### config.mk
export PLATFORM = sky130hd
export DESIGN_NAME = interleaver_block_scheduler
export DESIGN_NICKNAME = d
export VERILOG_FILES = /design/src/rtl/interleaver_pkg.sv /design/src/rtl/rr_arbiter.sv /design/src/rtl/interleaver_block_scheduler.sv
export SDC_FILE = /design/constraint.sdc
export NUM_CORES = 1
export LEC_CHECK = 0
export BUFFER_PORTS_ARGS = -buffer_cell sky130_fd_sc_hd__clkbuf_2
export CORE_ASPECT_RATIO = 2
export CORE_UTILIZATION = 45
export DETAILED_ROUTE_END_ITERATION = 7
export MAX_ROUTING_LAYER = met4
export PLACE_DENSITY = 0.74
export SLEW_MARGIN = 20
export SYNTH_ARGS = -nofsm -noshare
export SYNTH_HDL_FRONTEND = slang
export SYNTH_SLANG_ARGS = --single-unit
export TNS_END_PERCENT = 30
### constraint.sdc
create_clock -name clk -period 3.82 [get_ports clk]
set_input_delay 0.764 -clock clk [delete_from_list [all_inputs] [get_ports clk]]
set_output_delay 0.764 -clock clk [all_outputs]
set_load 0.02 [all_outputs]
### src/rtl/interleaver_pkg.sv
// Shared definitions for the interleaver block scheduler: FSM encoding and
// counter-width helpers derived from the block geometry.
package interleaver_pkg;

  typedef enum logic [1:0] {
    ARB  = 2'd0,
    XFER = 2'd1,
    PAD  = 2'd2
  } sched_state_t;

  // $clog2 with a floor of one bit so degenerate parameters still give legal vectors
  function automatic int unsigned width_of(input int unsigned n);
    return (n > 1) ? $clog2(n) : 1;
  endfunction

  function automatic int unsigned beat_cnt_w(input int unsigned cw_size);
    return width_of(cw_size);
  endfunction

  function automatic int unsigned pad_rem_w(input int unsigned cw_size, input int unsigned num_cw);
    return width_of(cw_size * num_cw + 1);
  endfunction

endpackage

### src/rtl/rr_arbiter.sv
// Combinational round-robin pick: first requester searching upward from ptr+1.
module rr_arbiter #(
  parameter int unsigned N  = 2,
  parameter int unsigned IW = 1
) (
  input  logic [N-1:0]  req,
  input  logic [IW-1:0] ptr,
  output logic [N-1:0]  gnt_oh,
  output logic [IW-1:0] gnt_idx,
  output logic          gnt_any
);

  always_comb begin
    gnt_oh  = '0;
    gnt_idx = '0;
    gnt_any = 1'b0;
    for (int unsigned i = 1; i <= N; i++) begin
      for (int unsigned j = 0; j < N; j++) begin
        if (!gnt_any && req[j] && (j == (32'(ptr) + i) % N)) begin
          gnt_any   = 1'b1;
          gnt_oh[j] = 1'b1;
          gnt_idx   = IW'(j);
        end
      end
    end
  end

endmodule

### src/rtl/interleaver_block_scheduler.sv
// Grants whole codewords from NUM_SRC AXIS sources to the interleaver and pads
// a partial block with zero beats once the sources have gone idle.
module interleaver_block_scheduler
  import interleaver_pkg::*;
#(
  parameter int unsigned CODEWORD_SIZE_IN_32 = 65,
  parameter int unsigned NUM_CODEWORDS       = 4,
  parameter int unsigned NUM_SRC             = 2,
  parameter int unsigned FLUSH_TIMEOUT       = 1024
) (
  input  logic                          clk,
  input  logic                          rst,
  input  logic [NUM_SRC*32-1:0]         s_axis_tdata,
  input  logic [NUM_SRC-1:0]            s_axis_tvalid,
  output logic [NUM_SRC-1:0]            s_axis_tready,
  output logic [31:0]                   m_axis_tdata,
  output logic                          m_axis_tvalid,
  input  logic                          m_axis_tready,
  output logic [width_of(NUM_SRC)-1:0]  m_axis_tuser,
  output logic                          m_axis_tpad,
  output logic [15:0]                   blocks_done,
  output logic [15:0]                   pads_done
);

  localparam int unsigned IW   = width_of(NUM_SRC);
  localparam int unsigned BW   = beat_cnt_w(CODEWORD_SIZE_IN_32);
  localparam int unsigned RW   = pad_rem_w(CODEWORD_SIZE_IN_32, NUM_CODEWORDS);
  localparam int unsigned CW_W = width_of(NUM_CODEWORDS);
  localparam int unsigned TM_W = width_of(FLUSH_TIMEOUT);

  sched_state_t        state, state_nxt;
  logic [IW-1:0]       grant, rr_ptr;
  logic [NUM_SRC-1:0]  grant_oh;
  logic [BW-1:0]       beat_cnt;
  logic [CW_W-1:0]     cw_cnt;
  logic [TM_W-1:0]     timer;
  logic [RW-1:0]       pad_rem;

  logic [NUM_SRC-1:0]  arb_oh;
  logic [IW-1:0]       arb_idx;
  logic                arb_any;
  logic [31:0]         sel_data;
  logic                sel_valid;
  logic                xfer_hs, cw_last, pad_last, timeout;

  rr_arbiter #(
    .N  (NUM_SRC),
    .IW (IW)
  ) u_arb (
    .req     (s_axis_tvalid),
    .ptr     (rr_ptr),
    .gnt_oh  (arb_oh),
    .gnt_idx (arb_idx),
    .gnt_any (arb_any)
  );

  always_comb begin
    sel_data  = '0;
    sel_valid = 1'b0;
    for (int unsigned i = 0; i < NUM_SRC; i++) begin
      if (grant_oh[i]) begin
        sel_data  = s_axis_tdata[32*i +: 32];
        sel_valid = s_axis_tvalid[i];
      end
    end
  end

  always_ff @(posedge clk) begin
    if (rst) state <= ARB;
    else     state <= state_nxt;
  end

  always_comb begin
    state_nxt     = state;
    xfer_hs       = 1'b0;
    cw_last       = 1'b0;
    pad_last      = 1'b0;
    timeout       = 1'b0;
    m_axis_tvalid = 1'b0;
    m_axis_tdata  = '0;
    m_axis_tpad   = 1'b0;
    m_axis_tuser  = '0;
    s_axis_tready = '0;
    unique case (state)
      ARB: begin
        // a requester present on the timeout cycle takes priority over padding
        if (arb_any) begin
          state_nxt = XFER;
        end else if (cw_cnt != '0 && timer == TM_W'(FLUSH_TIMEOUT - 1)) begin
          state_nxt = PAD;
          timeout   = 1'b1;
        end
      end
      XFER: begin
        m_axis_tvalid = sel_valid;
        m_axis_tdata  = sel_data;
        m_axis_tuser  = grant;
        s_axis_tready = grant_oh & {NUM_SRC{m_axis_tready}};
        xfer_hs       = sel_valid & m_axis_tready;
        if (xfer_hs && beat_cnt == BW'(CODEWORD_SIZE_IN_32 - 1)) begin
          cw_last   = 1'b1;
          state_nxt = ARB;
        end
      end
      PAD: begin
        m_axis_tvalid = 1'b1;
        m_axis_tpad   = 1'b1;
        if (m_axis_tready && pad_rem == RW'(1)) begin
          pad_last  = 1'b1;
          state_nxt = ARB;
        end
      end
      default: state_nxt = ARB;
    endcase
  end

  always_ff @(posedge clk) begin
    if (rst) begin
      grant       <= '0;
      grant_oh    <= '0;
      rr_ptr      <= IW'(NUM_SRC - 1);
      beat_cnt    <= '0;
      cw_cnt      <= '0;
      timer       <= '0;
      pad_rem     <= '0;
      blocks_done <= '0;
      pads_done   <= '0;
    end else begin
      unique case (state)
        ARB: begin
          if (arb_any) begin
            grant    <= arb_idx;
            grant_oh <= arb_oh;
            beat_cnt <= '0;
            timer    <= '0;
          end else if (timeout) begin
            pad_rem <= RW'((NUM_CODEWORDS - 32'(cw_cnt)) * CODEWORD_SIZE_IN_32);
            timer   <= '0;
          end else if (cw_cnt != '0) begin
            timer <= timer + TM_W'(1);
          end else begin
            timer <= '0;
          end
        end
        XFER: begin
          if (xfer_hs) begin
            if (cw_last) begin
              beat_cnt <= '0;
              rr_ptr   <= grant;
              if (cw_cnt == CW_W'(NUM_CODEWORDS - 1)) begin
                cw_cnt      <= '0;
                blocks_done <= blocks_done + 16'd1;
              end else begin
                cw_cnt <= cw_cnt + CW_W'(1);
              end
            end else begin
              beat_cnt <= beat_cnt + BW'(1);
            end
          end
        end
        PAD: begin
          if (m_axis_tready) begin
            if (pad_last) begin
              cw_cnt      <= '0;
              blocks_done <= blocks_done + 16'd1;
              pads_done   <= pads_done + 16'd1;
            end else begin
              pad_rem <= pad_rem - RW'(1);
            end
          end
        end
        default: ;
      endcase
    end
  end

endmodule

==> results.cfg <==
[logic_synthesis]
ys_ff_latch = 65
ys.flop_type = dfxtp_1
synth_top_area_frac = 0.341
netlist_instances = 477
synth.most_common_cell = dfxtp_1
synth_cell_type_count = 51
syn_avg_cell_area_um2 = 7.99
synth_nets = 558
synth_area_leaders = dfxtp_1 34%, a22o_1 7.4%, a21oi_1 5.5%
ys_async_sr_fraction = 0
yosys-top-cells-count = 65 x dfxtp_1, 46 x nor2_1, 42 x a21oi_1
yosysWarnings = 0
synth-edff-count = 0
synth_area_um2 = 3810
ys_seq_area_frac = 0.341
synth_area_leader_cell = dfxtp_1

[cts]
post_cts_buffers = 0
htreeDepth = 3
clkLatencyLatePin_ns = 0.33
clock_tree.root_cell = clkbuf_16
clk_pin_slew_worst_paths_ns = 0.05
cts_made_buffers = 9
clockBufferDepth = 2
cts_hold_buffers = 0
cts_resized = 0
cts.sinks = 65
cts_tree = built

[drt]
drt_iter0_drc = 290
dr.pass1.iters = 4
drc = 0
vias = 4158
via_per_inst = 5.87
routedWlPerCell_um = 15.7
antenna_left = 0
wirelength_mm = 11.1

[power]
seqPwrFrac = 0.408
power_frac_comb = 0.162
pwr-share-clk = 0.430
switching_share = 0.269
powerDensity_nw_per_um2 = 357
finalPower_mw = 1.73
switchingPower_mw = 0.464
p_int_mw = 1.26
peakVddDrop_v = 0.000308
leakagePower_nw = 2.00

[timing]
drv_slew = 0
finalHoldViolCount = 0
tightest_slew_ns = 0.873
fin_hold_ws_ns = 0.483
finClkSkew_ns = 0.00320
fmax_ghz = 0.319
relSlewSlack = 0.409
setup_viol = 0
period_needed_ns = 3.14
grt_setup_unrepaired = false
fin_ws_ns = 0.682
fin_setup_tns_ns = 0
fin_crit_sh = 0.821

[worst_setup_path]
endpoint = m_axis_tdata[6]
arrival_ns = 2.37
startpoint = state[1]
reg2reg_to = pad_rem[4]
cp-start-kind = flip-flop
ff2ff_path_depth = 6
r2r_slack_ns = 1.16
cp.required_ns = 3.06
critPathKind = flip-flop to output port
worst_r2r_startpoint = timer[0]
end_kind = output port
crit_fanout = 18

[global_route]
grtUsageTotal = 0.268
antenna_found_initial = 1
grt_max_degree = 41
grt_pass1_wl_mm = 17.7
first_global_vias = 3994
gr-total-overflow = 0

[layout]
fillers = 780
regArea_um2 = 1300
synthToLayoutAreaGrowth_pct = 26.9
drive_gt1_frac = 0.276
final_nets = 687
multi_input_area_um2 = 2340

[die]
fp.dieW_um = 67.1
dieArea_um2 = 8860
die_h_um = 132
start_util = 0.463
ios = 138
core_area_um2 = 8230
row_count = 47

[placed_design]
io_buffers = 137
gp_congestion = 0.838
post-place-ws_ns = 0.868
dp_hpwl_mm = 8.50

[flow_run]
maxCapViolCount = 0

[run_status]
status = finished clean

[hold_path]
hp-class = flip-flop to flip-flop
state kept, by name (all words and copies together) (netlist names):
| register | cells |
|---|---|
| pad_rem | 9 |
| beat_cnt | 7 |
| pads_done | 16 |
| cw_cnt | 2 |
| state | 2 |
| rr_ptr | 1 |
| timer | 10 |
| blocks_done | 16 |
| grant_oh | 2 |
stage by stage:
stage	instances	utilization	area, um2
2_1_floorplan	477	-	3810
6_report	708	0.587	4840
4_1_cts	706	0.586	4830
5_1_grt	708	0.587	4840
3_5_place_dp	692	0.554	4560
3_3_place_gp	692	0.554	4560
worst min path at each step:
| stage | start | endpoint | slack (ns) | cells past startpoint |
|---|---|---|---|---|
| after CTS | cw_cnt[1] | cw_cnt[1] | 0.48 | 2 |
| after global placement | blocks_done[15] | blocks_done[15] | 0.46 | 2 |
| after floorplan | cw_cnt[1] | cw_cnt[1] | 0.45 | 2 |
| after detailed placement | cw_cnt[1] | cw_cnt[1] | 0.47 | 2 |
| final | cw_cnt[1] | cw_cnt[1] | 0.48 | 2 |
| after global routing | cw_cnt[1] | cw_cnt[1] | 0.51 | 2 |
cell families after synthesis:
group	Yosys count	synth area share
and+or+nand+nor	191	0.272
AOI/OAI and AO/OA	137	0.238
DFF	65	0.341
buffers and inverters	46	0.0463
xor gates and xnor gates	19	0.0437
adders and majority gates	12	0.0394
muxes	7	0.0194
routing by layer:
layer,global-route usage,vias to the layer above,share of wire
met5,-,-,0
met4,0.203,0,0.060
met3,0.0554,39,0.059
met2,0.468,179,0.54
met1,0.235,1913,0.34
li1,-,2027,-
layout by cell type (no fill, tap or decap), drive strengths merged, types with 7 or more instances in the layout:
cell type / netlist / final
a21oi: 43 / 43
a22o: 32 / 32
a31oi: 7 / 7
clkbuf: 22 / 151
dfxtp: 65 / 65
ha: 12 / 12
inv: 21 / 21
nand2: 36 / 36
nand3: 22 / 22
nand4: 18 / 18
nor2: 46 / 46
o21ai: 27 / 27
o31ai: 10 / 10
or2: 7 / 7
or3: 10 / 10
or4: 14 / 14
xor2: 16 / 16
layout make-up:
type,count,share of cell area
sequential,65,0.269
clock buffer,14,0.0546
tap,98,0.0254
multi-input combinational,366,0.483
timing repair buffer,143,0.151
antenna,1,0.000517
inverter,21,0.0163
critical path, stage by stage, from the launching register on:
cell and delay, ns:
dfxtp_1 0.33, inv_1 0.09, ha_1 0.36, nand2_1 0.14, nor2_2 0.48, buf_4 0.32, a22o_1 0.15, clkbuf_2 0.16
power by group through the flow:
stage                     Combinational (mW)  Clock (mW)  Sequential [mW]
after floorplan                        0.181           0            0.715
after global placement                 0.271           0            0.717
after detailed placement               0.275           0            0.718
after CTS                              0.277       0.758            0.703
after global routing                   0.311       0.785            0.704
final                                  0.280       0.743            0.704
Power figures use the tool's default switching activity.
